--- src/rtl/x68_ioctl_loader_bridge.sv ---
// x68_ioctl_loader_bridge
// Bridges the hps_io ioctl download byte stream to the X68000 core loaders.
// Bytes are packed big-endian into DW-bit words (lane 0 = MSB byte), each
// download is steered to one of NCH loader channels by ioctl_index, and every
// word is delivered over a level ldr_wr / edge-sensitive ldr_ack handshake
// while ioctl_wait holds the HPS off.
//
// Ports
//   clk_sys, reset      : clock, synchronous active-high reset
//   ioctl_download/index/wr/addr/dout : hps_io download interface (inputs)
//   ioctl_wait          : hold-off back to hps_io
//   ldr_aen             : one-hot channel enable for the running download
//   ldr_addr/wdat/be/wr : word write request towards the core
//   ldr_ack             : core acknowledge, its rising edge completes a write
//   ldr_done            : sticky per-channel completion flags
//   ldr_ovf             : sticky flag, a byte was lost while stalled
module x68_ioctl_loader_bridge #(
    parameter int DW       = 16,
    parameter int AW       = 20,
    parameter int NCH      = 2,
    parameter int IDX_BASE = 0
) (
    input  logic              clk_sys,
    input  logic              reset,
    input  logic              ioctl_download,
    input  logic [7:0]        ioctl_index,
    input  logic              ioctl_wr,
    input  logic [24:0]       ioctl_addr,
    input  logic [7:0]        ioctl_dout,
    output logic              ioctl_wait,
    output logic [NCH-1:0]    ldr_aen,
    output logic [AW-1:0]     ldr_addr,
    output logic [DW-1:0]     ldr_wdat,
    output logic [DW/8-1:0]   ldr_be,
    output logic              ldr_wr,
    input  logic              ldr_ack,
    output logic [NCH-1:0]    ldr_done,
    output logic              ldr_ovf
);

    localparam int NB = DW / 8;
    localparam int L  = $clog2(NB);
    localparam int LW = (L > 0) ? L : 1;
    localparam int CW = (NCH > 1) ? $clog2(NCH) : 1;

    typedef enum logic [1:0] {S_IDLE, S_FILL, S_REQ, S_FINI} state_t;

    state_t          r_state, w_state_next;
    logic [CW-1:0]   r_ch, w_ch_next;
    logic [NCH-1:0]  r_aen, w_aen_next;
    logic [AW-1:0]   r_addr, w_addr_next;
    logic [DW-1:0]   r_wdat, w_wdat_next;
    logic [NB-1:0]   r_be, w_be_next;
    logic            r_wr, w_wr_next;
    logic            r_wait, w_wait_next;
    logic [NCH-1:0]  r_done, w_done_next;
    logic            r_ovf, w_ovf_next;
    logic            r_end, w_end_next;     // download window has closed
    logic            r_skid_v, w_skid_v_next;
    logic [LW-1:0]   r_skid_lane, w_skid_lane_next;
    logic [7:0]      r_skid_dat, w_skid_dat_next;
    logic [AW-1:0]   r_skid_addr, w_skid_addr_next;
    logic            r_ack_q, r_dl_q;

    logic [LW-1:0]   w_lane;
    logic [AW-1:0]   w_waddr;
    logic            w_last, w_ack_rise, w_dl_rise, w_accept, w_ended;
    int              w_ch_int;
    logic [CW-1:0]   w_ch;

    // With byte-wide words there is only one lane
    generate
        if (NB == 1) begin : g_lane_single
            assign w_lane = '0;
        end else begin : g_lane_multi
            assign w_lane = ioctl_addr[LW-1:0];
        end
    endgenerate

    assign w_waddr    = AW'(ioctl_addr >> L);
    assign w_last     = (w_lane == LW'(NB - 1));
    assign w_ack_rise = ldr_ack & ~r_ack_q;
    assign w_dl_rise  = ioctl_download & ~r_dl_q;
    assign w_ch_int   = int'(ioctl_index) - IDX_BASE;
    assign w_ch       = w_ch_int[CW-1:0];
    assign w_accept   = (w_ch_int >= 0) && (w_ch_int < NCH) && !r_done[w_ch];
    assign w_ended    = ~ioctl_download | r_end;

    // Drop one byte into its big-endian lane and flag the matching enable
    function automatic logic [DW+NB-1:0] f_put(input logic [DW-1:0] wd,
                                               input logic [NB-1:0] be,
                                               input logic [LW-1:0] lane,
                                               input logic [7:0]    d);
        logic [DW-1:0] nwd;
        logic [NB-1:0] nbe;
        nwd = wd;
        nbe = be;
        for (int k = 0; k < NB; k++) begin
            if (lane == LW'(k)) begin
                nwd[(NB-1-k)*8 +: 8] = d;
                nbe[NB-1-k]          = 1'b1;
            end
        end
        return {nwd, nbe};
    endfunction

    always_comb begin
        w_state_next     = r_state;
        w_ch_next        = r_ch;
        w_aen_next       = r_aen;
        w_addr_next      = r_addr;
        w_wdat_next      = r_wdat;
        w_be_next        = r_be;
        w_wr_next        = r_wr;
        w_wait_next      = r_wait;
        w_done_next      = r_done;
        w_ovf_next       = r_ovf;
        w_end_next       = r_end;
        w_skid_v_next    = r_skid_v;
        w_skid_lane_next = r_skid_lane;
        w_skid_dat_next  = r_skid_dat;
        w_skid_addr_next = r_skid_addr;

        if ((r_state == S_FILL || r_state == S_REQ) && !ioctl_download)
            w_end_next = 1'b1;

        case (r_state)
            S_IDLE: begin
                w_end_next = 1'b0;
                if (w_dl_rise && w_accept) begin
                    w_state_next = S_FILL;
                    w_ch_next    = w_ch;
                    w_aen_next   = NCH'(1) << w_ch;
                end
            end
            S_FILL: begin
                if (r_be[0]) begin
                    // Word completed by a replayed skid byte: issue it now
                    w_state_next = S_REQ;
                    w_wr_next    = 1'b1;
                    w_wait_next  = 1'b1;
                    if (ioctl_wr) begin
                        w_skid_v_next    = 1'b1;
                        w_skid_lane_next = w_lane;
                        w_skid_dat_next  = ioctl_dout;
                        w_skid_addr_next = w_waddr;
                    end
                end else if (ioctl_wr) begin
                    if (r_be != '0 && w_waddr != r_addr) begin
                        // Jump to a new word: flush the partial one, park the byte
                        w_state_next     = S_REQ;
                        w_wr_next        = 1'b1;
                        w_wait_next      = 1'b1;
                        w_skid_v_next    = 1'b1;
                        w_skid_lane_next = w_lane;
                        w_skid_dat_next  = ioctl_dout;
                        w_skid_addr_next = w_waddr;
                    end else begin
                        {w_wdat_next, w_be_next} = f_put(r_wdat, r_be, w_lane, ioctl_dout);
                        if (r_be == '0)
                            w_addr_next = w_waddr;
                        if (w_last) begin
                            w_state_next = S_REQ;
                            w_wr_next    = 1'b1;
                            w_wait_next  = 1'b1;
                        end
                    end
                end else if (w_ended) begin
                    if (r_be != '0) begin
                        w_state_next = S_REQ;
                        w_wr_next    = 1'b1;
                        w_wait_next  = 1'b1;
                    end else begin
                        w_state_next = S_FINI;
                    end
                end
            end
            S_REQ: begin
                if (w_ack_rise) begin
                    w_wr_next     = 1'b0;
                    w_skid_v_next = 1'b0;
                    if (ioctl_wr && r_skid_v)
                        w_ovf_next = 1'b1;
                    if (r_skid_v) begin
                        {w_wdat_next, w_be_next} = f_put('0, '0, r_skid_lane, r_skid_dat);
                        w_addr_next  = r_skid_addr;
                        w_state_next = S_FILL;
                        // Stay stalled if the replayed byte already fills the word
                        w_wait_next  = (r_skid_lane == LW'(NB - 1));
                    end else if (ioctl_wr) begin
                        {w_wdat_next, w_be_next} = f_put('0, '0, w_lane, ioctl_dout);
                        w_addr_next  = w_waddr;
                        w_state_next = S_FILL;
                        w_wait_next  = w_last;
                    end else begin
                        w_wdat_next  = '0;
                        w_be_next    = '0;
                        w_wait_next  = 1'b0;
                        w_state_next = w_ended ? S_FINI : S_FILL;
                    end
                end else if (ioctl_wr) begin
                    if (r_skid_v) begin
                        w_ovf_next = 1'b1;
                    end else begin
                        w_skid_v_next    = 1'b1;
                        w_skid_lane_next = w_lane;
                        w_skid_dat_next  = ioctl_dout;
                        w_skid_addr_next = w_waddr;
                    end
                end
            end
            S_FINI: begin
                w_done_next[r_ch] = 1'b1;
                w_aen_next        = '0;
                w_state_next      = S_IDLE;
            end
            default: w_state_next = S_IDLE;
        endcase
    end

    always_ff @(posedge clk_sys) begin
        if (reset) begin
            r_state     <= S_IDLE;
            r_ch        <= '0;
            r_aen       <= '0;
            r_addr      <= '0;
            r_wdat      <= '0;
            r_be        <= '0;
            r_wr        <= 1'b0;
            r_wait      <= 1'b0;
            r_done      <= '0;
            r_ovf       <= 1'b0;
            r_end       <= 1'b0;
            r_skid_v    <= 1'b0;
            r_skid_lane <= '0;
            r_skid_dat  <= '0;
            r_skid_addr <= '0;
            r_ack_q     <= 1'b0;
            r_dl_q      <= 1'b0;
        end else begin
            r_state     <= w_state_next;
            r_ch        <= w_ch_next;
            r_aen       <= w_aen_next;
            r_addr      <= w_addr_next;
            r_wdat      <= w_wdat_next;
            r_be        <= w_be_next;
            r_wr        <= w_wr_next;
            r_wait      <= w_wait_next;
            r_done      <= w_done_next;
            r_ovf       <= w_ovf_next;
            r_end       <= w_end_next;
            r_skid_v    <= w_skid_v_next;
            r_skid_lane <= w_skid_lane_next;
            r_skid_dat  <= w_skid_dat_next;
            r_skid_addr <= w_skid_addr_next;
            r_ack_q     <= ldr_ack;
            r_dl_q      <= ioctl_download;
        end
    end

    assign ioctl_wait = r_wait;
    assign ldr_aen    = r_aen;
    assign ldr_addr   = r_addr;
    assign ldr_wdat   = r_wdat;
    assign ldr_be     = r_be;
    assign ldr_wr     = r_wr;
    assign ldr_done   = r_done;
    assign ldr_ovf    = r_ovf;

endmodule

--- config.mk ---
export PLATFORM = sky130hd
export DESIGN_NAME = x68_ioctl_loader_bridge
export DESIGN_NICKNAME = d
export VERILOG_FILES = /design/src/rtl/x68_ioctl_loader_bridge.sv
export SDC_FILE = /design/constraint.sdc
export NUM_CORES = 1
export LEC_CHECK = 0
export ABC_AREA = 1
export CORE_ASPECT_RATIO = 0.6
export CORE_MARGIN = 4
export CORE_UTILIZATION = 40
export DETAILED_ROUTE_END_ITERATION = 8
export GPL_TIMING_DRIVEN = 0
export PLACE_DENSITY = 0.66
export SYNTH_ARGS = -nofsm -noshare
export SYNTH_HDL_FRONTEND = slang
export SYNTH_SLANG_ARGS = --single-unit
--- constraint.sdc ---
create_clock -name clk_sys -period 2.7 [get_ports clk_sys]
set_input_delay 0.54 -clock clk_sys [delete_from_list [all_inputs] [get_ports clk_sys]]
set_output_delay 0.54 -clock clk_sys [all_outputs]
set_load 0.01 [all_outputs]
## After elaboration in Yosys (flattened, before gate mapping)

Cells that the tools add are included.
W data, S select, Z words.

- Magnitude comparators: 5
- Eq/ne operators: 22
- Shifts and indexed selects: 1
- Mux-type cells: 96
- Bitwise operators: 7
- Reduce and logical (&&, ||, !) cells: 29

Operators by type and width:

| cell | count |
|---|---|
| $mux W20 | 13 |
| $mux W8 | 13 |
| $mux W16 | 6 |
| $pmux W20 S2 | 2 |
| $mux W1 | 35 |
| $mux W2 | 17 |
| $pmux W16 S2 | 1 |
| $ne A2 B2 Y1 const B | 10 |
| $ne A20 B20 Y1 | 1 |
| $reduce_and A6 Y1 | 3 |
| $pmux W8 S2 | 1 |
| $reduce_bool A2 Y1 | 5 |
| $ge A8 B1 Y1 const B | 1 |
| $lt A8 B2 Y1 const B | 1 |
| $pmux W1 S2 | 4 |
| $pmux W2 S2 | 2 |
| $pmux W2 S4 | 1 |
| $reduce_and A4 Y1 | 2 |
| $logic_and A1 B1 Y1 | 7 |
| $reduce_and A7 Y1 | 1 |
| $ne A3 B3 Y1 const B | 2 |
| $reduce_and A2 Y1 | 3 |
| $ne A5 B4 Y1 const B | 1 |
| $reduce_and A5 Y1 | 1 |
| other kinds (19) | 27 |

- Bits in registers: 81
- Input bits: 46
- Output and inout bits: 45
- Logic and storage cells: 179

## Longest topological paths before layout

Gate-level depths: netlist of the first run.

- Word-level depth: 7
- Depth in mapped cells: 15
- Mapped depth without buffers: 14

## Worst setup path after synthesis of the first run

OpenSTA, ideal clock, no wires.

- Path kind: reg2reg
- From: register r_state[0]
- To: register r_skid_addr[11]
- Library setup time: 0.116 ns
- Arrival time: 1.832 ns
- Required time: 2.584 ns
- Setup slack: 0.753 ns
- Stages on the path, launching flop included: 10
- Buffers on the path: 2
- Clock period less this slack: 1.947 ns
- Cells stage by stage: dfxtp_1 > inv_1 > ha_1 > inv_1 > a2111oi_0 > nand2_1 > buf_4 > buf_6 > o21ai_0 > nor2_1

- Word-level cells in the longest chain between the ends: 3
- Elaborated cells on any way between the ends: 10
- Those cells by class: eq/ne (7); mux (1); reduce/logical (2)

RTL lines:

| what | RTL line | text |
|---|---|---|
| start: declaration | 48 | `state_t r_state, w_state_next;` |
| start signal: assignment | 241 | `r_state <= w_state_next;` |
| $eq A2 B1 Y1 / $eq A2 B2 Y1 (equally long branches) | 127 | `case (r_state)` |
| $ne A3 B2 Y1 (no source line), or another cell as far along | n/a |  |
| $reduce_and A6 Y1 (no source line) | n/a |  |
| end signal: assignment | 255 | `r_skid_addr <= w_skid_addr_next;` |
| end: declaration | 62 | `logic [AW-1:0] r_skid_addr, w_skid_addr_next;` |

Parallel ways exist; a longest one is shown, timed or not.
A chain may end at the register's enable or synchronous reset.

## Final worst setup path of the first run

- From: register r_state[0]
- To: register r_addr[10], in the netlist ldr_addr[10]

- Word-level cells in the longest chain between the ends: 3
- Elaborated cells on any way between the ends: 11
- Those cells by class: eq/ne (8); mux (1); reduce/logical (2)

RTL lines:

| what | RTL line | text |
|---|---|---|
| $eq A2 B2 Y1 / $eq A2 B1 Y1 (equally long branches) | 127 |  |
| $ne A3 B3 Y1 (no source line), or another cell as far along | n/a |  |
| $reduce_and A7 Y1 (no source line) | n/a |  |
| end signal: assignment | 244 | `r_addr <= w_addr_next;` |
| end: declaration | 51 | `logic [AW-1:0] r_addr, w_addr_next;` |

Parallel ways exist; a longest one is shown, timed or not.

==> results of run 1 <==
-- Yosys cell counts, types with 2 or more instances --
cell type  count  area (µm²)
inv_1         63         236
xnor2_1        4        35.0
o211ai_1       2        15.0
o21ai_1       25         125
nor3_1         3        15.0
buf_4          3        22.5
nand4_1       13        81.3
buf_2          5        25.0
a32o_1         7        70.1
a31oi_1       21         131
a21oi_1       22         110
nand2_2        2        12.5
inv_2          3        11.3
nand2_1      133         499
a32oi_1        7        61.3
buf_6          2        22.5
nand3_1       18        90.1
clkbuf_1      17        63.8
nor2_1       121         454
ha_1           4        50.1
o21ai_0       30         150
dfxtp_1       81        1620
-- cell families (layout without fill, tap and decap cells) --
logic type	after synthesis	count (layout)	share of synthesized area, %
adders and majority gates	4	4	1.26
buffers and inverters	93	193	9.58
and+or+nand+nor	295	295	30.1
DFF	81	81	40.7
xor gates and xnor gates	5	5	1.10
AOI/OAI and AO/OA	117	117	17.3
-- how the worst max path moves through the flow --
stage                      endpoint  slack [ns]
floorplan           r_skid_addr[11]        0.75
global placement     r_skid_addr[4]       -0.11
detailed placement   r_skid_addr[5]       -0.20
CTS                 r_skid_addr[19]        0.14
global route           ldr_addr[15]        0.03
finish                 ldr_addr[10]        0.20
-- worst reg2reg max path, cell delays in order, from the launching register on --
cell      delay, ns
dfxtp_1        0.43
inv_1          0.11
ha_1           0.28
inv_1          0.23
nor2_1         0.18
nor3_4         0.45
o211ai_1       0.20
inv_2          0.12
buf_4          0.19
o21ai_1        0.08
a31oi_1        0.16
-- power breakdown --
group,switching [mW],internal [mW]
clock,0.481,0.927
combinational,1.22,0.996
sequential,0.310,1.62
-- through the flow --
step / hold slack (ns) / area [µm²] / std cells / setup TNS [ns] / power (mW)
after floorplan: 0.454 / 3980 / 595 / 0 / 3.26
after global placement: 0.451 / 4990 / 809 / -1.71 / 4.08
after detailed placement: 0.454 / 4990 / 809 / -3.40 / 4.14
after CTS: 0.464 / 5330 / 825 / 0 / 5.56
after global routing: 0.483 / 5340 / 825 / 0 / 5.96
final: 0.458 / 5340 / 825 / 0 / 5.55
-- registers in the layout (all words and copies together), names as in the netlist --
| name | flops |
|---|---|
| r_skid_v | 1 |
| ldr_done | 2 |
| ioctl_wait | 1 |
| r_ch | 1 |
| ldr_ovf | 1 |
| ldr_wdat | 16 |
| ldr_aen | 2 |
| r_end | 1 |
| ldr_be | 2 |
| r_dl_q | 1 |
| ldr_wr | 1 |
| r_skid_dat | 8 |
| ldr_addr | 20 |
| r_skid_lane | 1 |
| r_skid_addr | 20 |
| r_state | 2 |
| r_ack_q | 1 |
-- layer usage --
layer  share of wire (%)  GRT usage, %  vias up
met3                 7.6          6.28       11
met2                  40          28.0      137
li1                    -             -     2123
met4                0.79          3.99        0
met5                   0             0        -
met1                  51          28.6     1855
-- layout make-up --
| class | instances | area (µm²) | area share, % |
|---|---|---|---|
| buffer | 27 | 136 | 2.55 |
| clock buffer | 11 | 243 | 4.54 |
| clock inverter | 5 | 103 | 1.92 |
| inverter | 66 | 248 | 4.64 |
| multi-input combinational | 421 | 1990 | 37.2 |
| sequential | 81 | 1620 | 30.4 |
| tap | 130 | 163 | 3.05 |
| timing repair buffer | 84 | 841 | 15.7 |
==> flow_summary.yaml, run 1 <==
grt:
  grt.total_usage_pct: 19.5
  grt_overflow: 0
  grt_pass1_vias: 3767
  grt_pass1_wl_mm: 18.3
  antenna_found_initial: 0
  grt_max_degree: 14
finish:
  fillers: 882
  drive_gt1_share_pct: 5.47
  area_delta_synth_final_pct: 34.1
  final_common_cell: "nand2_1"
  fin_util_pct: 56.7
  diodes: 0
  nets: 740
  final_cell_mix: "133 x nand2_1, 120 x nor2_1, 84 x clkdlybuf4s50_1, 81 x dfxtp_1, 63 x inv_1"
timing:
  drv_slew: 0
  grt_setup_unrepaired: "no"
  final.setup_skew_ns: 0.00674
  fin_ws_ns: 0.201
  setup_viol: 0
  min_period_ns: 2.50
  max_freq_mhz: 400
  hold_viol_final: 0
  timing.final.crit_share_pct: 92.6
  max_slew.worst_pin.slew_ns: 0.609
  maxSlewHeadroom_pct: 59.2
clock_network:
  cts_buffers: 9
  cts_setup_buffers: 0
  cts_num_sinks: 81
  clk_latency_ns: 0.34
  htree_levels: 3
  cts-resized-gates: 0
  clockBufferDepth: 2
  cts.hold.buffers_added: 0
  clk_pin_slew_worst_paths_ns: 0.06
  cts_tree: "built"
  clockRootBuffer: "clkbuf_16"
logic_synthesis:
  ys_seq_area_share_pct: 40.7
  yosys_register_bits: 81
  syn_nets: 645
  synthCells: 595
  synth_cell_types: 31
  syn_avg_cell_area_um2: 6.69
  mappedNetlistArea_mm2: 0.00398
  synth_edf_count: 0
  synthFlopType: "dfxtp_1"
  yosys_warnings: 0
  async_flop_share_pct: 0
die:
  die_y_um: 85.3
  start_util_pct: 42.3
  dieArea_mm2: 0.0117
  fp.coreArea_mm2: 0.00943
  rows: 27
  die_w_um: 137
  io-pin-count: 91
critical_path:
  cp_slowest_cell: "nor3_4"
  max_stage_delay_ns: 0.45
  timing.rr.end: "ldr_addr[10]"
  cp_top_family: "buffers and inverters"
  critPathKind: "reg2reg"
  worstRegToRegCells: 10
  cp.depth: 10
  crit_buf_inv: 4
  timing.rr.start: "r_state[0]"
  crit_path_start: "r_state[0]"
  cp_cell_sequence: "inv_1, ha_1, inv_1, nor2_1, nor3_4, o211ai_1, inv_2, buf_4, o21ai_1, a31oi_1"
  crit_fanout: 10
  cp.arrival_ns: 2.76
  worst_setup_path_start_kind: "flop"
  cp-end-kind: "flop"
  reg2reg_setup_slack_ns: 0.20
  cp_data_required_time_ns: 2.96
  crit_path_frequent_cell: "inv_1"
min_path:
  whs_path_depth: 2
  whs_endpoint: "ldr_aen[1]"
  hp-class: "reg2reg"
  hp-start: "ldr_aen[1]"
power:
  p_per_area_mw_per_mm2: 1040
  ir_worst_vdd_v: 0.000415
  p_leak_nw: 2.21
placement:
  pre_cts_ws_ns: -0.202
  portBuffers: 84
  hpwl_mm: 8.51
  place.gp.congestion: 0.892
detailed_routing:
  final_antenna_net_count: 0
  dr.first_iter.drc_count: 373
  drc: 0
  wl_mm: 11.3
  route.vias.total: 4126
  first_pass_iters: 5
  avgRoutedWirePerCell_um: 13.7
  vias_per_cell: 5.00
flow_run:
  cap_violations: 0
outcome:
  status: "complete, no violations"
No activity file was read; power rests on OpenSTA's default activity.
==> inputs of run 2 (changes only) <==
--- a/config.mk
+++ b/config.mk
@@ -6,6 +6,7 @@
 export NUM_CORES = 1
 export LEC_CHECK = 0
 export ABC_AREA = 1
+export CAP_MARGIN = 40
 export CORE_ASPECT_RATIO = 0.6
 export CORE_MARGIN = 4
 export CORE_UTILIZATION = 40
==> results of run 2 <==
Final layout, timing and power as in run 1 (identical DEF).
